<file path="config.mk">
export PLATFORM = sky130hd
export DESIGN_NAME = seven_seg_scan
export DESIGN_NICKNAME = d
export VERILOG_FILES = /design/src/rtl/seven_seg_scan.sv
export SDC_FILE = /design/constraint.sdc
export NUM_CORES = 1
export LEC_CHECK = 0
export ABC_AREA = 1
export BUFFER_PORTS_ARGS = -buffer_cell sky130_fd_sc_hd__buf_4
export CAP_MARGIN = 20
export CORE_MARGIN = 2
export CORE_UTILIZATION = 58
export CTS_CLUSTER_DIAMETER = 40
export DETAILED_ROUTE_END_ITERATION = 8
export PLACE_DENSITY = 0.83
export SYNTH_ARGS = -nofsm -noshare
export SYNTH_HDL_FRONTEND = slang
export SYNTH_SLANG_ARGS = --single-unit
</file>
<file path="constraint.sdc">
create_clock -name clockIN -period 2.8 [get_ports clockIN]
set_input_delay 0.56 -clock clockIN [delete_from_list [all_inputs] [get_ports clockIN]]
set_output_delay 0.56 -clock clockIN [all_outputs]
set_load 0.1 [all_outputs]
</file>
<file path="src/rtl/seven_seg_scan.sv">
// Multiplexed hex driver for a DIGITS-wide 7-segment display, scanned by an
// asynchronous divided clock, with a frame-aligned shadow load, leading-zero blanking and an anti-ghost gap.
module seven_seg_scan #(
   parameter int DIGITS         = 4,
   parameter int BLANK_CYCLES   = 16,
   parameter bit SEG_ACTIVE_LOW = 1'b1,
   parameter bit AN_ACTIVE_LOW  = 1'b1
) (
   input  logic                  clockIN,
   input  logic                  resetIN,
   input  logic                  scanClkIN,
   input  logic                  loadIN,
   input  logic [4*DIGITS-1:0]   valueIN,
   input  logic [DIGITS-1:0]     dpIN,
   input  logic                  blankZeroIN,
   output logic [6:0]            segOUT,
   output logic                  dpOUT,
   output logic [DIGITS-1:0]     anodeOUT,
   output logic                  frameOUT,
   output logic                  pendingOUT
);

   localparam int                IDX_W      = $clog2(DIGITS);
   localparam int                CNT_W      = (BLANK_CYCLES < 1) ? 1 : $clog2(BLANK_CYCLES + 1);
   localparam logic [IDX_W-1:0]  LAST_IDX   = IDX_W'(DIGITS - 1);
   localparam logic [CNT_W-1:0]  BLANK_LOAD = CNT_W'(BLANK_CYCLES);
   localparam logic [6:0]        SEG_OFF    = {7{SEG_ACTIVE_LOW}};
   localparam logic [DIGITS-1:0] AN_OFF     = {DIGITS{AN_ACTIVE_LOW}};

   typedef enum logic {
      BLANK = 1'b0,
      DRIVE = 1'b1
   } scanState_e;

   // Active-high {g,f,e,d,c,b,a} pattern for one hex nibble.
   function automatic logic [6:0] decodeHex(input logic [3:0] nibble);
      logic [6:0] pattern;
      case (nibble)
         4'h0: pattern = 7'b0111111;
         4'h1: pattern = 7'b0000110;
         4'h2: pattern = 7'b1011011;
         4'h3: pattern = 7'b1001111;
         4'h4: pattern = 7'b1100110;
         4'h5: pattern = 7'b1101101;
         4'h6: pattern = 7'b1111101;
         4'h7: pattern = 7'b0000111;
         4'h8: pattern = 7'b1111111;
         4'h9: pattern = 7'b1101111;
         4'hA: pattern = 7'b1110111;
         4'hB: pattern = 7'b1111100;
         4'hC: pattern = 7'b0111001;
         4'hD: pattern = 7'b1011110;
         4'hE: pattern = 7'b1111001;
         default: pattern = 7'b1110001;
      endcase
      return pattern;
   endfunction

   logic                  scanSync1, scanSync2, scanPrev, tickArmed;
   logic                  tick, wrapTick;

   scanState_e            state, stateNext;
   logic [IDX_W-1:0]      idx, idxNext;
   logic [CNT_W-1:0]      counter, counterNext;

   logic [4*DIGITS-1:0]   activeValue, activeNext;
   logic [DIGITS-1:0]     activeDp, activeDpNext;
   logic [4*DIGITS-1:0]   pendingValue, pendingValueNext;
   logic [DIGITS-1:0]     pendingDp, pendingDpNext;
   logic                  pendingNext;

   logic [3:0]            nibble;
   logic [DIGITS-1:0]     zeroAbove;
   logic                  suppress;
   logic [6:0]            segNext;
   logic                  dpNext;
   logic [DIGITS-1:0]     anodeNext;

   // NOTE: synchroniser flops reset high, so a scan clock that is already high
   // at reset release never looks like a rising edge; tickArmed adds an explicit low sighting.
   always_ff @(posedge clockIN or posedge resetIN) begin
      if (resetIN) begin
         scanSync1 <= 1'b1;
         scanSync2 <= 1'b1;
         scanPrev  <= 1'b1;
         tickArmed <= 1'b0;
      end else begin
         // NOTE: sequential state uses non-blocking assignment so every flop sees pre-edge values.
         scanSync1 <= scanClkIN;
         scanSync2 <= scanSync1;
         scanPrev  <= scanSync2;
         tickArmed <= tickArmed | ~scanSync2;
      end
   end

   assign tick     = scanSync2 & ~scanPrev & tickArmed;
   assign wrapTick = tick & (idx == LAST_IDX);

   // Scan sequencing: a tick always restarts the blank gap, even inside one.
   always_comb begin
      // NOTE: defaults first in every always_comb so no path leaves a latch behind.
      stateNext   = state;
      idxNext     = idx;
      counterNext = counter;
      if (tick) begin
         idxNext     = (idx == LAST_IDX) ? '0 : idx + 1'b1;
         stateNext   = BLANK;
         counterNext = BLANK_LOAD;
      end else if (state == BLANK) begin
         if (counter == '0) begin
            stateNext = DRIVE;
         end else begin
            counterNext = counter - 1'b1;
         end
      end
   end

   // Shadow load: pending waits for the frame wrap; a load on the wrap itself goes straight to active.
   always_comb begin
      activeNext       = activeValue;
      activeDpNext     = activeDp;
      pendingValueNext = pendingValue;
      pendingDpNext    = pendingDp;
      pendingNext      = pendingOUT;
      if (wrapTick) begin
         pendingNext = 1'b0;
         if (loadIN) begin
            activeNext   = valueIN;
            activeDpNext = dpIN;
         end else if (pendingOUT) begin
            activeNext   = pendingValue;
            activeDpNext = pendingDp;
         end
      end else if (loadIN) begin
         pendingValueNext = valueIN;
         pendingDpNext    = dpIN;
         pendingNext      = 1'b1;
      end
   end

   // Display data for the next cycle, built from next-state values so the
   // registered anode, segments and dp all switch on the same edge.
   always_comb begin
      nibble    = activeNext[{idxNext, 2'b00} +: 4];
      zeroAbove = '0;
      zeroAbove[DIGITS-1] = (activeNext[4*(DIGITS-1) +: 4] == 4'h0);
      for (int i = DIGITS - 2; i >= 0; i--) begin
         zeroAbove[i] = zeroAbove[i+1] && (activeNext[4*i +: 4] == 4'h0);
      end
      suppress  = blankZeroIN && (idxNext != '0) && zeroAbove[idxNext];

      segNext   = SEG_OFF;
      dpNext    = SEG_ACTIVE_LOW;
      anodeNext = AN_OFF;
      if (stateNext == DRIVE) begin
         anodeNext[idxNext] = ~AN_ACTIVE_LOW;
         segNext            = (suppress ? 7'h00 : decodeHex(nibble)) ^ SEG_OFF;
         dpNext             = activeDpNext[idxNext] ^ SEG_ACTIVE_LOW;
      end
   end

   always_ff @(posedge clockIN or posedge resetIN) begin
      if (resetIN) begin
         state        <= BLANK;
         idx          <= '0;
         counter      <= BLANK_LOAD;
         activeValue  <= '0;
         activeDp     <= '0;
         pendingValue <= '0;
         pendingDp    <= '0;
         pendingOUT   <= 1'b0;
         frameOUT     <= 1'b0;
         segOUT       <= SEG_OFF;
         dpOUT        <= SEG_ACTIVE_LOW;
         anodeOUT     <= AN_OFF;
      end else begin
         state        <= stateNext;
         idx          <= idxNext;
         counter      <= counterNext;
         activeValue  <= activeNext;
         activeDp     <= activeDpNext;
         pendingValue <= pendingValueNext;
         pendingDp    <= pendingDpNext;
         pendingOUT   <= pendingNext;
         frameOUT     <= wrapTick;
         segOUT       <= segNext;
         dpOUT        <= dpNext;
         anodeOUT     <= anodeNext;
      end
   end

endmodule

</file>
After elaboration in Yosys (flattened, before gate mapping)
Memory sizes are Yosys's and may differ from the RTL's.
Index checks and enable logic that the tools add are counted.
{"block": "totals", "output_inout_bits": 14, "register_bits": 66, "inputBits": 25, "latchBits": 0, "memories": 1, "mem_bits_ro": 112, "word_cells": 77, "ram_bits": 0}
{"block": "classes", "magnitude_cmp": 2, "n_div": 0, "n_reduce_logical": 15, "addsub": 2, "bitwise": 10, "shifts": 1, "mul": 0, "mux": 27, "eq_ne": 3}
{"name": "(no name shown)", "depth": 16, "width": 7, "rd": 1, "rd_ports_with_merged_regs": 0, "wr": 0, "line_no": "38", "source": "case (nibble)"}
{"cell": "2-to-1 mux 16 bit", "count": 3}
{"cell": "2-to-1 mux 7 bit", "count": 3}
{"cell": "logical NOT 4 bit", "count": 4}
{"cell": "2-to-1 mux 4 bit", "count": 4}
{"cell": "indexed part select 16 x 5 -> 4 bit", "count": 1}
{"cell": "2-to-1 mux 5 bit", "count": 3}
{"cell": "2-to-1 mux 1 bit", "count": 9}
{"cell": "inverter 7 bit", "count": 1}
{"cell": "logical AND 1 bit", "count": 6}
{"cell": "logical NOT 5 bit", "count": 1}
{"cell": "subtractor 5 x 1 -> 5 bit, second input constant", "count": 1}
{"cell": "binary-select mux 1 bit (select 2 bit)", "count": 2}
{"cell": "2-to-1 mux 2 bit", "count": 2}
{"cell": "!= test 2 bit, second input constant", "count": 2}
{"cell": "inverter 1 bit", "count": 4}
{"cell": "inverter 4 bit", "count": 1}
{"cell": "AND reduction 2 bit", "count": 2}
{"cell": "nonzero test 2 bit", "count": 2}
{"cell": "AND 1 bit", "count": 3}
{"cell": "less-than comparator 2 x 3 -> 1 bit, second input constant", "count": 1}
{"cell": "adder 2 x 1 -> 2 bit, second input constant", "count": 1}
{"cell": "demux 1 bit (select 2 bit)", "count": 1}
{"cell": "equality test 2 bit, second input constant", "count": 1}
{"cell": "greater-or-equal comparator 2 x 1 -> 1 bit, second input constant", "count": 1}
{"cell": "bitwise OR 1 bit", "count": 1}

Logic depth before layout (Yosys ltp)
Gate-level depths: netlist (run 1).
{"block": "logic_depth", "word_depth": 15, "depth_mapped": 17, "mapped_depth_nobuf": 16}

Worst setup path before layout (run 1)
No wires, ideal clock.
{"block": "synth_timing", "path_type": "register -> register", "start": "register pendingOUT", "end": "register segOUT[1]", "slack_ns": 0.274, "path_buffers": 1, "required_time_ns": 2.723, "period_less_slack_ns": 2.526, "setup_ns": 0.077, "stages_incl_launch_ff": 15, "arrival_ns": 2.448, "cell_sequence": "dfrtp_1 > nand2_2 > buf_2 > o21ai_0 > nand2_1 > nand2_1 > nor2_1 > nor2_1 > nand2_2 > inv_2 > ha_1 > nand2_1 > nor2_1 > nor2_1 > nand2_1"}
{"block": "synth_via", "elab_chain_len": 13, "word_cells_on_any_way": 19, "classes_between": "1 x shift; 8 x mux; 1 x bitwise; 8 x reduce/logical; 1 x memory"}
{"element": "start, declared", "line_no": "20", "source": "output logic pendingOUT"}
{"element": "start signal, assigned", "line_no": "184", "source": "pendingOUT <= pendingNext;"}
{"element": "2-to-1 mux 16 bit (*)", "line_no": "130", "source": "end else if (pendingOUT) begin"}
{"element": "2-to-1 mux 16 bit (*)", "line_no": "127", "source": "if (loadIN) begin"}
{"element": "2-to-1 mux 16 bit (*)", "line_no": "125", "source": "if (wrapTick) begin"}
{"element": "parallel branches: the longest is 7 deep, another holds memory (16 x 7 bit)"}
{"element": "2-to-1 mux 7 bit (*)", "line_no": "157", "source": "segNext = (suppress ? 7'h00 : decodeHex(nibble)) ^ SEG_OFF;"}
{"element": "inverter 7 bit (no line) (*)"}
{"element": "2-to-1 mux 7 bit (*)", "line_no": "155", "source": "if (stateNext == DRIVE) begin"}
{"element": "via segNext[1]", "line_no": "75", "source": "logic [6:0] segNext;"}
{"element": "end signal, assigned", "line_no": "186", "source": "segOUT <= segNext;"}
{"element": "end, declared", "line_no": "16", "source": "output logic [6:0] segOUT,"}
Mark *: on every way through the listed nets, which the timed path passes. The select of a mux whose other input is x is not followed.
A chain may end at the register's enable or synchronous reset.

Worst setup path in the final report (run 1)
{"block": "layout_timing", "start": "register idx[0]", "end": "register segOUT[3]"}
{"block": "layout_via", "elab_chain_len": 13, "word_cells_on_any_way": 24, "classes_between": "1 x add/sub; 1 x eq/ne; 1 x shift; 8 x mux; 2 x bitwise; 10 x reduce/logical; 1 x memory"}
{"element": "start, declared", "line_no": "63", "source": "logic [IDX_W-1:0] idx, idxNext;"}
{"element": "start signal, assigned", "line_no": "178", "source": "idx <= idxNext;"}
{"element": "parallel branches: the longest is 10 deep, another holds memory (16 x 7 bit)"}
{"element": "2-to-1 mux 7 bit (*)", "line_no": "157"}
{"element": "inverter 7 bit (no line) (*)"}
{"element": "2-to-1 mux 7 bit (*)", "line_no": "155"}
{"element": "via segNext[3]", "line_no": "75"}
Marked as above.

==> results.sh, run 1 <==
export IMPL_h_tree_depth=3
export IMPL_max_stage_delay_ns=0.40
export IMPL_cp_depth=12
export IMPL_synth_area_leaders="dfrtp_1 37%, nand2_1 14%, dfstp_2 12%"
export IMPL_critical_path_most_common_cell="nand2_1"
export IMPL_hp_class="primary input to asynchronous set/reset pin"
export IMPL_globalplace_congestion=0.853
export IMPL_cts_resized=0
export IMPL_ctsRootBufferMaster="clkbuf_8"
export IMPL_swShare_pct=46.6
export IMPL_placed_cells=508
export IMPL_min_period_ns=2.45
export IMPL_path_class="flop to flop"
export IMPL_synth_top_cell_by_area="dfrtp_1"
export IMPL_dieWidth_microns=80.4
export IMPL_wl_per_cell_microns=13.3
export IMPL_finalSetupViolations=0
export IMPL_seq_area_frac_synth_pct=49.4
export IMPL_clock_latency_ns=0.35
export IMPL_drt_iter0_drc=196
export IMPL_p_comb_share_pct=51.9
export IMPL_synth_top_area_share_pct=37.0
export IMPL_path_buf_inv=1
export IMPL_portBuffers=38
export IMPL_dp_hpwl_microns=5030
export IMPL_drive_gt1_share_pct=27.0
export IMPL_drc=0
export IMPL_path_delay_family="simple AND/OR/NAND/NOR gates"
export IMPL_cts_num_sinks=66
export IMPL_tritoncts="built"
export IMPL_max_cap_viol_count=0
export IMPL_synthCells=401
export IMPL_globalRouteOverflowTotal=0
export IMPL_io_pins=39
export IMPL_layout_nets=480
export IMPL_path_clk_slew_ns=0.07
export IMPL_post_cts_buffers=0
export IMPL_crit_fanout=17
export IMPL_finalWirelength_microns=6960
export IMPL_coreArea_sq_um=5570
export IMPL_slew_headroom_pct=59.5
export IMPL_layout_setup_ws_ns=0.347
export IMPL_netSwitchingPower_mw=2.02
export IMPL_synth_cell_types=29
export IMPL_row_count=27
export IMPL_pwr_share_seq_pct=32.1
export IMPL_grt_pass1_vias=2702
export IMPL_ir_drop_uv=628
export IMPL_rsz0062_at_grt="false"
export IMPL_worst_pin_slew_ns=0.606
export IMPL_initial_utilization_pct=60.7
export IMPL_grt_first_pass_wirelength_microns=12200
export IMPL_grt_max_degree=40
export IMPL_reg2reg_depth=12
export IMPL_grt_total_usage_pct=25.1
export IMPL_synth_net_count=434
export IMPL_leakage_nw=1.99
export IMPL_die_h_microns=80.4
export IMPL_place_ws_ns=0.245
export IMPL_reg2reg_from="idx[0]"
export IMPL_ys_ff_latch=66
export IMPL_p_int_mw=2.32
export IMPL_hold_buffers=0
export IMPL_report_final_slew_viol_count=0
export IMPL_synth_warnings=0
export IMPL_dieArea_sq_um=6460
export IMPL_fin_crit_sh_pct=87.6
export IMPL_netlist_area_sq_um=3380
export IMPL_syn_avg_cell_area_sq_um=8.43
export IMPL_maxClockFrequency_mhz=408
export IMPL_status="completed"
export IMPL_clkPwrFrac_pct=16.0
export IMPL_stdcell_count=524
export IMPL_path_cells="ha_1, inv_1, nor2_4, nand2_1, nand3_1, nand2_1, nor2_2, ha_1, nand3_1, nand3_1, nand2_1, nand2_1"
export IMPL_crit_slowest_cell="dfrtp_1"
export IMPL_antennaDiodeCount=0
export IMPL_first_pass_iters=5
export IMPL_crit_start="idx[0]"
export IMPL_drtAntennaViolNets=0
export IMPL_grt_antenna_before_repair=0
export IMPL_n_fill_cell=423
export IMPL_clockBufferDepth=2
export IMPL_required_ns=3.09
export IMPL_end_kind="flop"
export IMPL_finClkSkew_ns=0.0118
export IMPL_viasPerCell=5.08
export IMPL_power_density_nw_per_um2=1110
export IMPL_hold_viol=0
export IMPL_crit_path_start_kind="flop"
export IMPL_tns_ns=0
export IMPL_arrival_ns=2.74
export IMPL_vias=2664
export IMPL_syn2layout_area_growth_pct=15.9
export IMPL_cts_buffers=9
[state kept, by name, summed over array words and instances (netlist names)]
register	flops
activeDp	4
activeValue	16
anodeOUT	4
counter	5
dpOUT	1
frameOUT	1
idx	2
pendingDp	4
pendingOUT	1
pendingValue	16
scanPrev	1
scanSync1	1
scanSync2	1
segOUT	7
state	1
tickArmed	1
[cell usage in the layout, fill, tap and decap left out, types with 2 or more instances in the layout]
master and instances:
a21oi_1 3, a22oi_1 2, buf_4 43, clkbuf_1 3
clkbuf_8 10, clkinv_1 2, clkinv_2 2, dfrtp_1 50
dfstp_2 16, ha_1 8, inv_1 56, inv_2 8
mux2_2 11, nand2_1 122, nand2_2 12, nand2_4 4
nand3_1 17, nand3_4 2, nor2_1 25, nor2_2 5
nor2_4 5, o21ai_0 22, o21ai_1 3, o22ai_1 11
o31ai_1 2, xnor2_1 2
[area by class of cell]
class	instances	area [sq um]	share of cell area, %
Clock inverter	3	17.5	0.447
Tap cell	72	90.1	2.30
Timing Repair Buffer	44	343	8.75
Clock buffer	13	149	3.80
Inverter	67	254	6.48
Sequential cell	66	1670	42.6
Multi-Input combinational cell	259	1400	35.6
[metrics by stage]
stage | hold slack [ns] | cell area, sq um | power, mW | util [%]
2_1_floorplan | 0.345 | 3380 | 3.17 | -
3_3_place_gp | 0.350 | 3750 | 3.55 | 67.3
3_5_place_dp | 0.356 | 3750 | 3.64 | 67.3
4_1_cts | 0.301 | 3920 | 4.36 | 70.3
5_1_grt | 0.305 | 3920 | 4.67 | 70.3
6_report | 0.278 | 3920 | 4.34 | 70.3
[synthesized netlist by cell type]
cell type and number:
o21ai_0 22, clkbuf_1 2, nand2_4 4, nand3_4 2, nor2_4 5, inv_4 1, nor2_1 25, mux2_2 11
o31ai_1 2, buf_6 3, a21oi_1 3, dfrtp_1 50, nor2_2 5, inv_1 57, nand3b_1 1, o21ai_1 3
buf_2 4, inv_2 7, a22oi_1 2, nand2_1 122, xnor2_1 2, nand3_1 17, nor2_8 1, dfstp_2 16
ha_1 8, o22ai_1 11, nand2_2 12, nor3b_1 1, clkinv_1 2
[final timing paths]
path,slack (ns),to
max,0.35,segOUT[3]
min,0.28,idx[1]
max reg2reg,0.35,segOUT[3]
min reg2reg,0.36,scanSync2
max in group asynchronous,1.92,activeValue[10]
min in group clockIN,0.32,scanSync1
[cell families (layout without fill, tap and decap cells)]
kind of cell    Yosys count  in the layout  share of synthesized area, %
compound gates           43             43                          7.07
buf+inv                  76            127                          9.32
fa+ha+maj                 8              8                          2.96
simple gates            195            195                          27.0
flops                    66             66                          49.4
xor+xnor                  2              2                         0.518
mux                      11             11                          3.66
[per-layer routing]
layer | GRT usage, % | up-vias | routed length [microns]
met2 | 39.8 | 89 | 3450
met3 | 7.19 | 16 | 478
met5 | 0 | - | 0
met4 | 11.4 | 0 | 172
li1 | - | 1333 | -
met1 | 32.0 | 1226 | 2860
[power groups by stage]
stage	clock [mW]	sequential, mW	combinational [mW]
floorplan	0	1.77	1.40
global placement	0	1.39	2.15
detailed placement	0	1.41	2.23
CTS	0.709	1.39	2.25
global route	0.757	1.42	2.50
finish	0.697	1.39	2.25
Power figures use the tool's default switching activity.
==> inputs of run 2 (changes only) <==
--- a/config.mk
+++ b/config.mk
@@ -5,14 +5,13 @@
 export SDC_FILE = /design/constraint.sdc
 export NUM_CORES = 1
 export LEC_CHECK = 0
-export ABC_AREA = 1
 export BUFFER_PORTS_ARGS = -buffer_cell sky130_fd_sc_hd__buf_4
 export CAP_MARGIN = 20
 export CORE_MARGIN = 2
 export CORE_UTILIZATION = 58
 export CTS_CLUSTER_DIAMETER = 40
 export DETAILED_ROUTE_END_ITERATION = 8
-export PLACE_DENSITY = 0.83
+export PLACE_DENSITY = 0.84
 export SYNTH_ARGS = -nofsm -noshare
 export SYNTH_HDL_FRONTEND = slang
 export SYNTH_SLANG_ARGS = --single-unit
==> run 2 against run 1 <==
  * Design area decreased by 0.42%
  * Clock skew is 0.0037 ns lower
  * Sequential power rose by 4%
  * Clock power is 23% higher
  * Largest cell class unchanged
==> results.sh, run 2 <==
export IMPL_synth_top_area_share_pct=38.9
export IMPL_reg_largest_list="activeValue: 16 flops, pendingValue: 16 flops, segOUT: 7 flops"
export IMPL_synth_top_cell_by_area="dfrtp_1"
export IMPL_async_flop_share_pct=100
export IMPL_grt_antenna_before_repair=0
export IMPL_synth_top_cells_by_count="50 x dfrtp_1, 27 x nand3_1, 25 x nand2_1, 25 x nor2_1, 20 x mux2_2"
export IMPL_cts_num_sinks=66
export IMPL_wl_per_cell_microns=17.5
export IMPL_drc=0
export IMPL_synth_edf_count=0
export IMPL_slew_headroom_pct=68.6
export IMPL_viasPerCell=6.08
export IMPL_synth_net_count=322
export IMPL_globalRouteOverflowTotal=0
export IMPL_critical_path_most_common_cell="nor2_1"
export IMPL_globalplace_congestion=0.907
export IMPL_max_stage_delay_ns=0.39
export IMPL_crit_fanout=12
export IMPL_grt_max_degree=25
export IMPL_worst_pin_slew_ns=0.469
export IMPL_rsz0062_at_grt="false"
export IMPL_dieWidth_microns=78.5
export IMPL_portBuffers=38
export IMPL_h_tree_depth=3
export IMPL_finalWirelength_microns=7360
export IMPL_seq_area_frac_synth_pct=51.9
export IMPL_drt_iter0_drc=197
export IMPL_crit_slowest_cell="dfrtp_1"
export IMPL_hp_class="primary input to asynchronous set/reset pin"
export IMPL_path_cells="ha_2, nand4b_4, inv_8, nand2_2, o211ai_1, nor2_1, o22ai_1, inv_1, ha_1, mux2_1, nor2_1, o21ai_1"
export IMPL_ir_drop_uv=885
export IMPL_clockBufferDepth=2
export IMPL_fin_util_pct=71.8
export IMPL_netlist_area_sq_um=3220
export IMPL_syn2layout_area_growth_pct=21.2
export IMPL_vias=2553
export IMPL_required_ns=3.05
export IMPL_initial_utilization_pct=59.2
export IMPL_path_buf_inv=2
export IMPL_first_pass_iters=4
export IMPL_min_period_ns=2.60
export IMPL_seq_area_sq_um=1670
export IMPL_dieArea_sq_um=6160
export IMPL_tritoncts="built"
export IMPL_cts_buffers=9
export IMPL_layout_commonest_cell="buf_4"
export IMPL_power_density_nw_per_um2=1160
export IMPL_maxClockFrequency_mhz=385
export IMPL_mostFrequentLayoutCells="56 x buf_4, 49 x dfrtp_1, 27 x nand3_1, 24 x nand2_1, 24 x nor2_1"
export IMPL_synth_area_leaders="dfrtp_1 39%, dfstp_2 13%, mux2_2 7.0%"
export IMPL_leakage_nw=1.69
export IMPL_placed_cells=402
export IMPL_tns_ns=0
export IMPL_fin_hold_ws_ns=0.210
export IMPL_path_delay_family="compound AO/OA/AOI/OAI gates"
export IMPL_row_count=27
export IMPL_place_ws_ns=-0.0107
export IMPL_synth_cell_types=53
export IMPL_syn_avg_cell_area_sq_um=11.1
export IMPL_fin_crit_sh_pct=92.8
export IMPL_synthCells=289
export IMPL_grt_pass1_vias=2558
export IMPL_finalSetupViolations=0
export IMPL_path_clk_slew_ns=0.06
export IMPL_layout_nets=376
export IMPL_synth_most_common_cell="dfrtp_1"
export IMPL_synthAdderAreaFrac_pct=3.11
export IMPL_grt_first_pass_wirelength_microns=12100
export IMPL_report_final_slew_viol_count=0
export IMPL_reg2reg_slack_ns=0.20
export IMPL_clock_latency_ns=0.34
export IMPL_max_cap_viol_count=0
export IMPL_antennaDiodeCount=0
export IMPL_finClkSkew_ns=0.00803
export IMPL_layout_setup_ws_ns=0.201
export IMPL_synth_area_mux_share_pct=9.09
export IMPL_status="completed"
export IMPL_stdcell_count=420
export IMPL_hold_viol=0
export IMPL_synth_warnings=0
export IMPL_synth_flop_cell="dfrtp_1"
export IMPL_end_kind="flop"
export IMPL_yosys_area_share_simple_pct=15.1
export IMPL_synth_top_family_by_area="compound AO/OA/AOI/OAI gates"
export IMPL_path_class="flop to flop"
export IMPL_multi_input_area_sq_um=1430
export IMPL_synth_compound_area_share_pct=15.2
export IMPL_io_pins=39
export IMPL_crit_path_start_kind="flop"
export IMPL_coreArea_sq_um=5440
export IMPL_synth_xor_area_share_pct=0.816
export IMPL_die_h_microns=78.5
export IMPL_drtAntennaViolNets=0
export IMPL_ys_ff_latch=66
export IMPL_grt_total_usage_pct=25.6
export IMPL_dp_hpwl_microns=4990
export IMPL_ctsRootBufferMaster="clkbuf_8"
export IMPL_n_fill_cell=383
export IMPL_arrival_ns=2.85
export IMPL_drive_gt1_share_pct=40.2
==> run 2: logic make-up (layout without fill, tap and decap cells) <==
logic type      count (synthesis)  count (layout)
mux                            25              25
compound gates                 63              63
buf+inv                        27              86
flops                          66              66
simple gates                   97              97
xor+xnor                        3               3
fa+ha+maj                       8               8
==> run 2: final timing paths <==
path	depth (start not counted)	endpoint	start
setup / recovery	12	segOUT[3]	idx[0]
setup reg to reg	12	segOUT[3]	idx[0]
max in group asynchronous	3	segOUT[0]	resetIN
hold reg to reg	0	scanSync2	scanSync1
min in group clockIN	1	scanSync1	scanClkIN
hold / removal	2	state	resetIN
==> run 2: stage by stage <==
stage                     power [mW]  area, sq um
after floorplan                 3.04         3220
after detailed placement        3.56         3630
after global placement          3.45         3630
after CTS                       4.46         3850
final                           4.52         3900
after global routing            4.78         3900
==> run 2: power by group <==
group	leakage (nW)	total [mW]	switching [mW]	internal, mW
Sequential	0.750	1.44	0.165	1.27
Combinational	0.834	2.22	1.38	0.837
Clock	0.110	0.860	0.350	0.510
Total	1.69	4.52	1.90	2.62
==> run 2: what timing repair did <==
item / CTS / global route
gates resized for setup: 0 / 15
setup buffers: 0 / 1
endpoints found under the setup margin: 0 / 7
hold buffers: 0 / 0
==> run 2: area by class of cell <==
type | count | share of cell area (%)
inverter | 12 | 1.41
multi-input combinational | 196 | 36.7
timing repair inverter | 1 | 0.160
clock inverter | 1 | 0.769
clock buffer | 15 | 4.78
tap | 72 | 2.31
sequential | 66 | 42.9
timing repair buffer | 57 | 11.1
==> run 2: metal layers <==
metal,global-route usage (%),vias up,routed length [microns],share of wire (%)
met5,0,-,0,0
met4,14.2,0,182,2.5
met3,4.83,21,360,4.9
met2,40.5,86,3610,49
met1,33.2,1280,3210,44
li1,-,1166,-,-
==> run 2: worst reg2reg max path, cell delays in order, from the launching register on <==
cell	delay, ns
dfrtp_1	0.39
ha_2	0.23
nand4b_4	0.20
inv_8	0.15
nand2_2	0.12
o211ai_1	0.32
nor2_1	0.10
o22ai_1	0.20
inv_1	0.13
ha_1	0.22
mux2_1	0.28
nor2_1	0.09
o21ai_1	0.07
==> inputs of run 3 (changes only) <==
--- a/config.mk
+++ b/config.mk
@@ -5,7 +5,7 @@
 export SDC_FILE = /design/constraint.sdc
 export NUM_CORES = 1
 export LEC_CHECK = 0
-export BUFFER_PORTS_ARGS = -buffer_cell sky130_fd_sc_hd__buf_4
+export BUFFER_PORTS_ARGS = -buffer_cell sky130_fd_sc_hd__buf_2
 export CAP_MARGIN = 20
 export CORE_MARGIN = 2
 export CORE_UTILIZATION = 58
==> run 3 against run 2 <==
  * Sequential power is essentially flat
  * Flip-flop and latch count is the same
  * Power shrank 2.1%
  * Critical path depth shrank 2
  * Combinational power is essentially flat
  * First-iteration DRC count grew 27%
  * Critical endpoint unchanged
  * Largest cell class unchanged
  * Largest power group unchanged
  * Highest routed layer unchanged
==> results.sh, run 3 (synthesized netlist as in run 2, its figures left out) <==
export IMPL_hold_viol=0
export IMPL_status="completed"
export IMPL_initial_utilization_pct=59.2
export IMPL_drive_gt1_share_pct=40.6
export IMPL_arrival_ns=2.92
export IMPL_clock_latency_ns=0.35
export IMPL_crit_slowest_cell="dfstp_2"
export IMPL_max_cap_viol_count=0
export IMPL_required_ns=3.05
export IMPL_drtAntennaViolNets=0
export IMPL_h_tree_depth=3
export IMPL_crit_fanout=14
export IMPL_io_pins=39
export IMPL_finClkSkew_ns=0.0153
export IMPL_clockBufferDepth=2
export IMPL_reg_largest_list="activeValue: 16 flops, pendingValue: 16 flops, segOUT: 7 flops"
export IMPL_maxClockFrequency_mhz=375
export IMPL_row_count=27
export IMPL_cts_num_sinks=66
export IMPL_path_class="flop to flop"
export IMPL_grt_first_pass_wirelength_microns=11900
export IMPL_drt_iter0_drc=251
export IMPL_fin_crit_sh_pct=95.4
export IMPL_dp_hpwl_microns=4800
export IMPL_vias=2536
export IMPL_grt_total_usage_pct=25.0
export IMPL_grt_antenna_before_repair=0
export IMPL_dieArea_sq_um=6160
export IMPL_wl_per_cell_microns=17.4
export IMPL_path_buf_inv=2
export IMPL_slew_headroom_pct=53.3
export IMPL_postLayoutCellArea_sq_um=3850
export IMPL_power_density_nw_per_um2=1150
export IMPL_globalplace_congestion=0.892
export IMPL_reg2reg_slack_ns=0.13
export IMPL_viasPerCell=5.94
export IMPL_max_stage_delay_ns=0.54
export IMPL_grt_max_degree=35
export IMPL_globalRouteOverflowTotal=0
export IMPL_crit_path_start_kind="flop"
export IMPL_first_pass_iters=5
export IMPL_path_delay_family="multiplexers"
export IMPL_tritoncts="built"
export IMPL_finalSetupViolations=0
export IMPL_portBuffers=38
export IMPL_n_fill_cell=383
export IMPL_ctsRootBufferMaster="clkbuf_8"
export IMPL_syn2layout_area_growth_pct=19.7
export IMPL_antennaDiodeCount=0
export IMPL_end_kind="flop"
export IMPL_min_period_ns=2.67
export IMPL_dpl_cell_area_sq_um=3560
export IMPL_fin_util_pct=70.9
export IMPL_path_clk_slew_ns=0.08
export IMPL_coreArea_sq_um=5440
export IMPL_report_final_slew_viol_count=0
export IMPL_hold_buffers=0
export IMPL_die_h_microns=78.5
export IMPL_finalWirelength_microns=7430
export IMPL_hp_class="primary input to asynchronous set/reset pin"
export IMPL_mostFrequentLayoutCells="49 x dfrtp_1, 38 x buf_2, 27 x nand3_1, 25 x nand2_1"
export IMPL_leakage_nw=1.68
export IMPL_drc=0
export IMPL_layout_commonest_cell="dfrtp_1"
export IMPL_cts_buffers=9
export IMPL_grt_pass1_vias=2435
export IMPL_worst_pin_slew_ns=0.700
export IMPL_path_cells="nand3b_1, mux2i_4, inv_4, a21oi_1, a22oi_2, buf_4, ha_1, mux2_1, nor2_1, o21ai_1"
export IMPL_layout_nets=383
export IMPL_ir_drop_uv=821
export IMPL_dieWidth_microns=78.5
==> run 3: cell types whose count changed in the layout (fill, tap and decap cells not counted), sizes merged <==
| cell | delta |
|---|---|
| clkinv | +2 |
| clkbuf | -2 |
| buf | +7 |
==> run 3: routing by layer <==
layer | part of all wire [%] | wire length [microns] | global-route usage [%]
met3 | 5.5 | 412 | 5.06
met2 | 48 | 3530 | 38.7
met4 | 2.7 | 203 | 11.2
met5 | 0 | 0 | 0
met1 | 44 | 3280 | 34.3
==> run 3: cell type report <==
cell class	instances	area [sq um]	area share [%]
clock buffers	13	149	3.86
clock inverters	3	40.0	1.04
inverters	12	55.1	1.43
multi-input cells	196	1440	37.4
flip-flops and latches	66	1670	43.4
well taps	72	90.1	2.34
repair buffers	64	402	10.4
repair inverters	1	6.26	0.162
==> run 3: through the flow <==
| step | power (mW) | setup slack, ns | instances | hold slack, ns | TNS, ns |
|---|---|---|---|---|---|
| floorplan | 3.04 | 0.0646 | 289 | 0.345 | 0 |
| global placement | 3.43 | 0.0468 | 404 | 0.346 | 0 |
| detailed placement | 3.52 | 0.0290 | 404 | 0.349 | 0 |
| CTS | 4.32 | 0.0204 | 420 | 0.312 | 0 |
| global route | 4.70 | -0.0254 | 427 | 0.305 | -0.0527 |
| finish | 4.42 | 0.130 | 427 | 0.316 | 0 |
==> run 3: repair_timing <==
action	in CTS	in global routing
gates resized for setup	0	12
setup buffers	0	6
endpoints found under the setup margin	0	6
hold endpoints to repair	0	0
==> run 3: power breakdown <==
part | switching [mW] | internal, mW
combinational | 1.38 | 0.829
clock | 0.352 | 0.434
sequential | 0.155 | 1.27
==> run 3: path summary, 6_finish.rpt <==
path | start | to | cells after the start
worst min register to register | scanSync1 | scanSync2 | 0
worst max-delay path | scanPrev | segOUT[3] | 10
worst min-delay path | resetIN | activeValue[8] | 2
max in group asynchronous | resetIN | scanSync2 | 3
min in group clockIN | scanClkIN | scanSync1 | 1
worst max register to register | scanPrev | segOUT[3] | 10
